<file path="config.mk">
export PLATFORM = sky130hd
export DESIGN_NAME = fsm_step_sequencer
export DESIGN_NICKNAME = d
export VERILOG_FILES = /design/src/rtl/fsm_step_sequencer.sv
export SDC_FILE = /design/constraint.sdc
export NUM_CORES = 1
export LEC_CHECK = 0
export ABC_CLOCK_PERIOD_IN_PS = 2380
export CAP_MARGIN = 0
export CORE_UTILIZATION = 35
export CTS_CLUSTER_DIAMETER = 150
export DETAILED_ROUTE_END_ITERATION = 7
export PLACE_DENSITY = 0.54
export SKIP_CTS_REPAIR_TIMING = 1
export SYNTH_ARGS = -nofsm -noshare
export SYNTH_HDL_FRONTEND = slang
export SYNTH_SLANG_ARGS = --single-unit
</file>
<file path="constraint.sdc">
create_clock -name clk_i -period 2.38 [get_ports clk_i]
set_input_delay 0.476 -clock clk_i [delete_from_list [all_inputs] [get_ports clk_i]]
set_output_delay 0.476 -clock clk_i [all_outputs]
set_load 0.01 [all_outputs]
</file>
<file path="src/rtl/fsm_step_sequencer.sv">
// fsm_step_sequencer
//
// Drives the four-phase demo FSM (IDLE 000 -> COUNT 001 -> WAIT 010 -> DONE 011).
// It issues single-cycle advance pulses, dwells in WAIT and DONE for a programmable
// number of prescaled ticks, and watches the FSM state for timeouts and mismatches.
//
// Ports:
//   clk_i        system clock, rising edge
//   reset_i      asynchronous active-high reset
//   start_i      level input, a rising edge is a request
//   abort_i      level input, forces FAULT
//   auto_i       1: WAIT exits on dwell, 0: WAIT exits on a start edge
//   fsm_state_i  FSM state feedback
//   adv_o        registered advance pulse to the FSM
//   exp_state_o  expected FSM state (111 in FAULT)
//   busy_o       high in COUNT, WAIT or DONE
//   done_o       one-cycle pulse on sequence completion
//   fault_o      high while in FAULT
module fsm_step_sequencer #(
    parameter logic [23:0] TICK_DIV    = 24'd10_000_000,
    parameter logic [7:0]  COUNT_TICKS = 8'd4,
    parameter logic [7:0]  WAIT_TICKS  = 8'd5,
    parameter logic [7:0]  DONE_TICKS  = 8'd3
) (
    input  logic       clk_i,
    input  logic       reset_i,
    input  logic       start_i,
    input  logic       abort_i,
    input  logic       auto_i,
    input  logic [2:0] fsm_state_i,
    output logic       adv_o,
    output logic [2:0] exp_state_o,
    output logic       busy_o,
    output logic       done_o,
    output logic       fault_o
);

    typedef enum logic [2:0] {
        StIdle  = 3'd0,
        StCount = 3'd1,
        StWait  = 3'd2,
        StDone  = 3'd3,
        StFault = 3'd4
    } state_e;

    state_e      state_q, state_d;
    logic [23:0] presc_q;
    logic [7:0]  ticks_q;
    logic        start_q;
    logic        entry_q;   // first cycle of the current state
    logic        adv_q, adv_d;
    logic        done_q, done_d;
    logic [2:0]  exp_q, exp_d;
    logic        busy_q, fault_q;

    logic start_edge, tick, mismatch, timeout, state_change;

    assign start_edge   = start_i & ~start_q;
    assign tick         = (presc_q == TICK_DIV - 24'd1);
    // FSM only reflects an adv one cycle later, so skip the entry cycle.
    assign mismatch     = ~entry_q && (state_q == StWait || state_q == StDone) &&
                          (fsm_state_i != exp_q);
    assign timeout      = (state_q == StCount) && tick && (ticks_q == COUNT_TICKS - 8'd1);
    assign state_change = (state_d != state_q);

    always_comb begin
        state_d = state_q;
        adv_d   = 1'b0;
        done_d  = 1'b0;
        if (abort_i) begin
            state_d = StFault;
        end else if (mismatch || timeout) begin
            state_d = StFault;
        end else begin
            unique case (state_q)
                StIdle: begin
                    if (start_edge) begin
                        state_d = StCount;
                        adv_d   = 1'b1;
                    end
                end
                StCount: begin
                    if (fsm_state_i == 3'b010) begin
                        state_d = StWait;
                    end
                end
                StWait: begin
                    if (auto_i ? (tick && ticks_q == WAIT_TICKS - 8'd1) : start_edge) begin
                        state_d = StDone;
                        adv_d   = 1'b1;
                    end
                end
                StDone: begin
                    if (tick && ticks_q == DONE_TICKS - 8'd1) begin
                        state_d = StIdle;
                        adv_d   = 1'b1;
                        done_d  = 1'b1;
                    end
                end
                StFault: begin
                    // Recovery returns to IDLE silently; the FSM is not advanced.
                    if (start_edge) begin
                        state_d = StIdle;
                    end
                end
                default: state_d = StIdle;
            endcase
        end
    end

    always_comb begin
        exp_d = 3'b000;
        unique case (state_d)
            StIdle:  exp_d = 3'b000;
            StCount: exp_d = 3'b001;
            StWait:  exp_d = 3'b010;
            StDone:  exp_d = 3'b011;
            StFault: exp_d = 3'b111;
            default: exp_d = 3'b000;
        endcase
    end

    always_ff @(posedge clk_i or posedge reset_i) begin
        if (reset_i) begin
            state_q <= StIdle;
            presc_q <= '0;
            ticks_q <= '0;
            start_q <= 1'b1;   // a start held through reset is not a request
            entry_q <= 1'b1;
            adv_q   <= 1'b0;
            done_q  <= 1'b0;
            exp_q   <= 3'b000;
            busy_q  <= 1'b0;
            fault_q <= 1'b0;
        end else begin
            state_q <= state_d;
            start_q <= start_i;
            entry_q <= state_change;
            adv_q   <= adv_d;
            done_q  <= done_d;
            exp_q   <= exp_d;
            busy_q  <= (state_d == StCount) || (state_d == StWait) || (state_d == StDone);
            fault_q <= (state_d == StFault);
            if (state_change) begin
                presc_q <= '0;
                ticks_q <= '0;
            end else begin
                presc_q <= tick ? 24'd0 : presc_q + 24'd1;
                if (tick) begin
                    ticks_q <= ticks_q + 8'd1;
                end
            end
        end
    end

    assign adv_o       = adv_q;
    assign done_o      = done_q;
    assign exp_state_o = exp_q;
    assign busy_o      = busy_q;
    assign fault_o     = fault_q;

endmodule
</file>
==> summary.md <==
| Metric | Value |
|---|---|
| Worst min path class | flop to flop |
| Maximum clock frequency | 414 MHz |
| Per-cell via count in the routed design | 5.14 |
| Dominant cells by area after synthesis | dfrtp_1 (44%), xnor2_1 (6.4%), nor2_1 (5.6%) |
| Worst-path fanout max | 3 |
| Power per standard cell area | 485 nW/um^2 |
| Min Clock Period, post-route | between 2 and 2.5 ns |
| Root buffer selected by CTS | clkbuf_8 |
| Worst Setup Start Kind | flop |
| Fraction of final layout cells with drive strength greater than 1 | 19.4% |
| Total instance count after detailed placement | 357 |
| Data required time of the worst path | 2.57 ns |
| Count leader, synth | dfrtp_1 |
| Number of rows created at floorplan | 29 |
| Inserted Clock Buffers | 5 |
| DR DRC count | 0 |
| Worst Skew | 0.00410 ns |
| Net switching power of the design | around 360 uW |
| CTS clk-pin slew, worst paths | 0.08 ns |
| FF+latch count, synth | 43 |
| Family with the most delay on the worst path | simple AND/OR/NAND/NOR gates |
| Cell area after technology mapping | 2330 um^2 |
| Post-route non-filler standard cell count | about 370 |
| First-pass GRT wire length | roughly 8.6 mm |
| Via count of the first global-routing pass | 1819 |
| Routed via count | 1880 |
| Critical-path cell list | or4_4, or4_4, nor3_2, a41oi_1, nor3_2, buf_4, nand2_1 |
| Capture instance of the worst register-to-register path | exp_state_o[0] |
| Area of the core | 6390 um^2 |
| Antenna Diode Count | 0 |
| Post-placement worst setup slack | -0.118 ns |
| Final number of hold-violating endpoints | 0 |
| Clock H-tree levels | 2 |
| Final setup violation count | 2 |
| Total detailed-routing wirelength | 4.98 mm |
| Area taken by multi-input logic gates | 1150 um^2 |
| Class of the most critical setup path | flop to flop |
| Cell variety after synth | 44 |
| Proportion of netlist area held by the largest area contributor | between 40% and 50% |
| Clock network fraction of design power | 32.9% |
| FF-to-FF path depth | 7 |
| Number of cells on the worst hold path | 1 |
| Final ANT Viol Nets | 0 |
| Area growth syn-to-layout | 23.6% |
| Number of max-slew violations in the final report | 0 |
| Largest stage delay on the critical path | 0.54 ns |
| Detail Placement HPWL | 3.60 mm |
| Number of nets at the end of the flow | 300 |
| Initial DRT Pass Iterations | 4 |
| Critical path capture point type | flop |
| Critical path's slowest cell | or4_4 |
| # Max-Cap Violations | 0 |
| Cell taking the most area after synthesis | dfrtp_1 |
| Launching point of the worst reg2reg path | presc_q[11] |
| Mapped Cells | ~250 |
| Deepest clock path buffer count | 2 |
| Async set-or-reset flop fraction in the synthesized netlist | 100% |
| Maximum number of pins on one net before global-route repair | 44 |
| Arrival time at the worst endpoint | 2.61 ns |
| Most frequent cells after synthesis | dfrtp_1 (41), nor2_1 (35), nand2_1 (17), xnor2_1 (17) |
| Worst setup slack after layout | -0.0381 ns |
| Residual overflow from global routing | 0 |
| Worst Path Buf+Inv | 1 |
| Die span in x | approximately 84 um |
| Antenna violations before repair | 0 |
| Count of routing violations after the opening detailed-route iteration | 97 |
| Summed negative setup slack over all endpoints | -0.0693 ns |
| Portion of the post-synthesis area used by sequential elements | 46.3% |
| Number of primary I/O pins | 15 |
| Relative max-transition margin | 64.5% |
| Pin slew with the least headroom to its limit | around 0.53 ns |
| Internal power consumption | 1.04 mW |
| Number of synthesized flops with an enable pin | 0 |
| Total design power | roughly 1.4 mW |
| Fill cell total of the finished layout | 620 |
| Part of the power in combinational logic | 11.7% |
| Fraction of the core area covered by cells at the end of the flow | 45.0% |
| Violations in the final reports | negative setup slack |
| Global placement routability congestion | 0.821 |
| Initial Utilization | approximately 36% |
| Worst hold path startpoint | presc_q[0] |
| Count of buffers inserted at the top-level ports | 14 |
| Reg power frac | 55.5% |
| Die area | 6980 um^2 |
| Overall fraction of global-route tracks in use | 15.4% |
| Clock tree from TritonCTS | yes |
| Total nets after synthesis | 258 |
| Peak ir drop on the vdd network | 0.256 mV |
| Average size of a mapped cell | around 9.5 um^2 |
| Reg area | 1080 um^2 |
| Setup slack of the most critical reg-to-reg path | -0.04 ns |
| Detailed-route wire length per cell | 13.6 um |
| Worst min-delay path endpoint | presc_q[0] |
| RSZ-0062 raised after global routing | true |
| Main synth FF type | dfrtp_1 |
| Leak pwr | 1.20 nW |
| Switching power as a share of total power | 25.5% |
| Count of yosys warnings during synthesis | 0 |
| Clock latency on the worst-skew pair | 0.29 ns |
| Result of the run | finished with violations |
| Clock tree sinks | 43 |
| Vertical extent of the die | 83.5 um |
| Period Utilization, post-route | 102% |
registers in the layout (all words and copies together), names as in the netlist:
register / cells
adv_o: 1
busy_o: 1
done_o: 1
entry_q: 1
exp_state_o: 3
presc_q: 24
start_q: 1
state_q: 3
ticks_q: 8
layout by cell type (no fill, tap or decap), types with 8 or more instances in the layout:
cell / count
clkdlybuf4s50_1: 14
nor2_1: 34
xnor2_1: 17
nand3_1: 16
nor3_1: 15
nand4_1: 8
dfrtp_1: 41
xor2_1: 15
buf_4: 31
inv_1: 9
nand2_1: 17
per-stage QoR:
step | area (um^2) | hold slack [ns]
2_1_floorplan | 2330 | 0.460
3_3_place_gp | 2760 | 0.480
3_5_place_dp | 2760 | 0.486
4_1_cts | 2840 | 0.498
5_1_grt | 2880 | 0.541
6_report | 2880 | 0.494
routing by layer:
| layer | GRT usage, % | wire, um |
|---|---|---|
| met4 | 6.16 | 98 |
| met1 | 20.8 | 2360 |
| met2 | 24.7 | 2370 |
| met3 | 2.77 | 159 |
| met5 | 0 | 0 |
cells by family (layout without fill, tap and decap cells):
| logic type | Yosys count | count (layout) | synth area share [%] |
|---|---|---|---|
| AO/OA/AOI/OAI | 19 | 19 | 5.75 |
| XOR/XNOR | 32 | 32 | 12.0 |
| adder cells (fa/ha/maj) | 4 | 4 | 2.15 |
| buffers and inverters | 24 | 67 | 5.27 |
| flip-flops | 43 | 43 | 46.3 |
| multiplexers | 1 | 1 | 0.430 |
| AND/OR/NAND/NOR | 123 | 123 | 28.0 |
worst register-to-register path: stages (launching register included):
cell and delay, ns:
dfrtp_1 0.41, or4_4 0.54, or4_4 0.49, nor3_2 0.26, a41oi_1 0.17, nor3_2 0.24
buf_4 0.17, nand2_1 0.04
layout make-up:
class                           instances  area share, %
Clock buffer                            6           2.52
Timing Repair Buffer                   48           14.7
Tap cell                               77           3.35
Inverter                               11           1.44
Clock inverter                          2          0.435
Multi-Input combinational cell        179           40.0
Sequential cell                        43           37.5
power groups by stage:
stage | combinational [mW] | sequential, mW | clock (mW)
after floorplan | 0.0958 | 0.787 | 0
after global placement | 0.164 | 0.788 | 0
after detailed placement | 0.165 | 0.788 | 0
after CTS | 0.165 | 0.774 | 0.481
after global routing | 0.179 | 0.778 | 0.508
final | 0.163 | 0.774 | 0.459
worst max path at each step:
stage	start	to	slack, ns	cells past startpoint
finish	presc_q[11]	exp_state_o[0]	-0.04	7
global route	presc_q[11]	presc_q[13]	-0.1	7
CTS	presc_q[16]	busy_o	-0.09	7
detailed placement	auto_i	presc_q[12]	-0.12	8
global placement	auto_i	presc_q[10]	-0.1	8
floorplan	presc_q[16]	presc_q[10]	0.02	7
(Power assumes the default switching activity.)
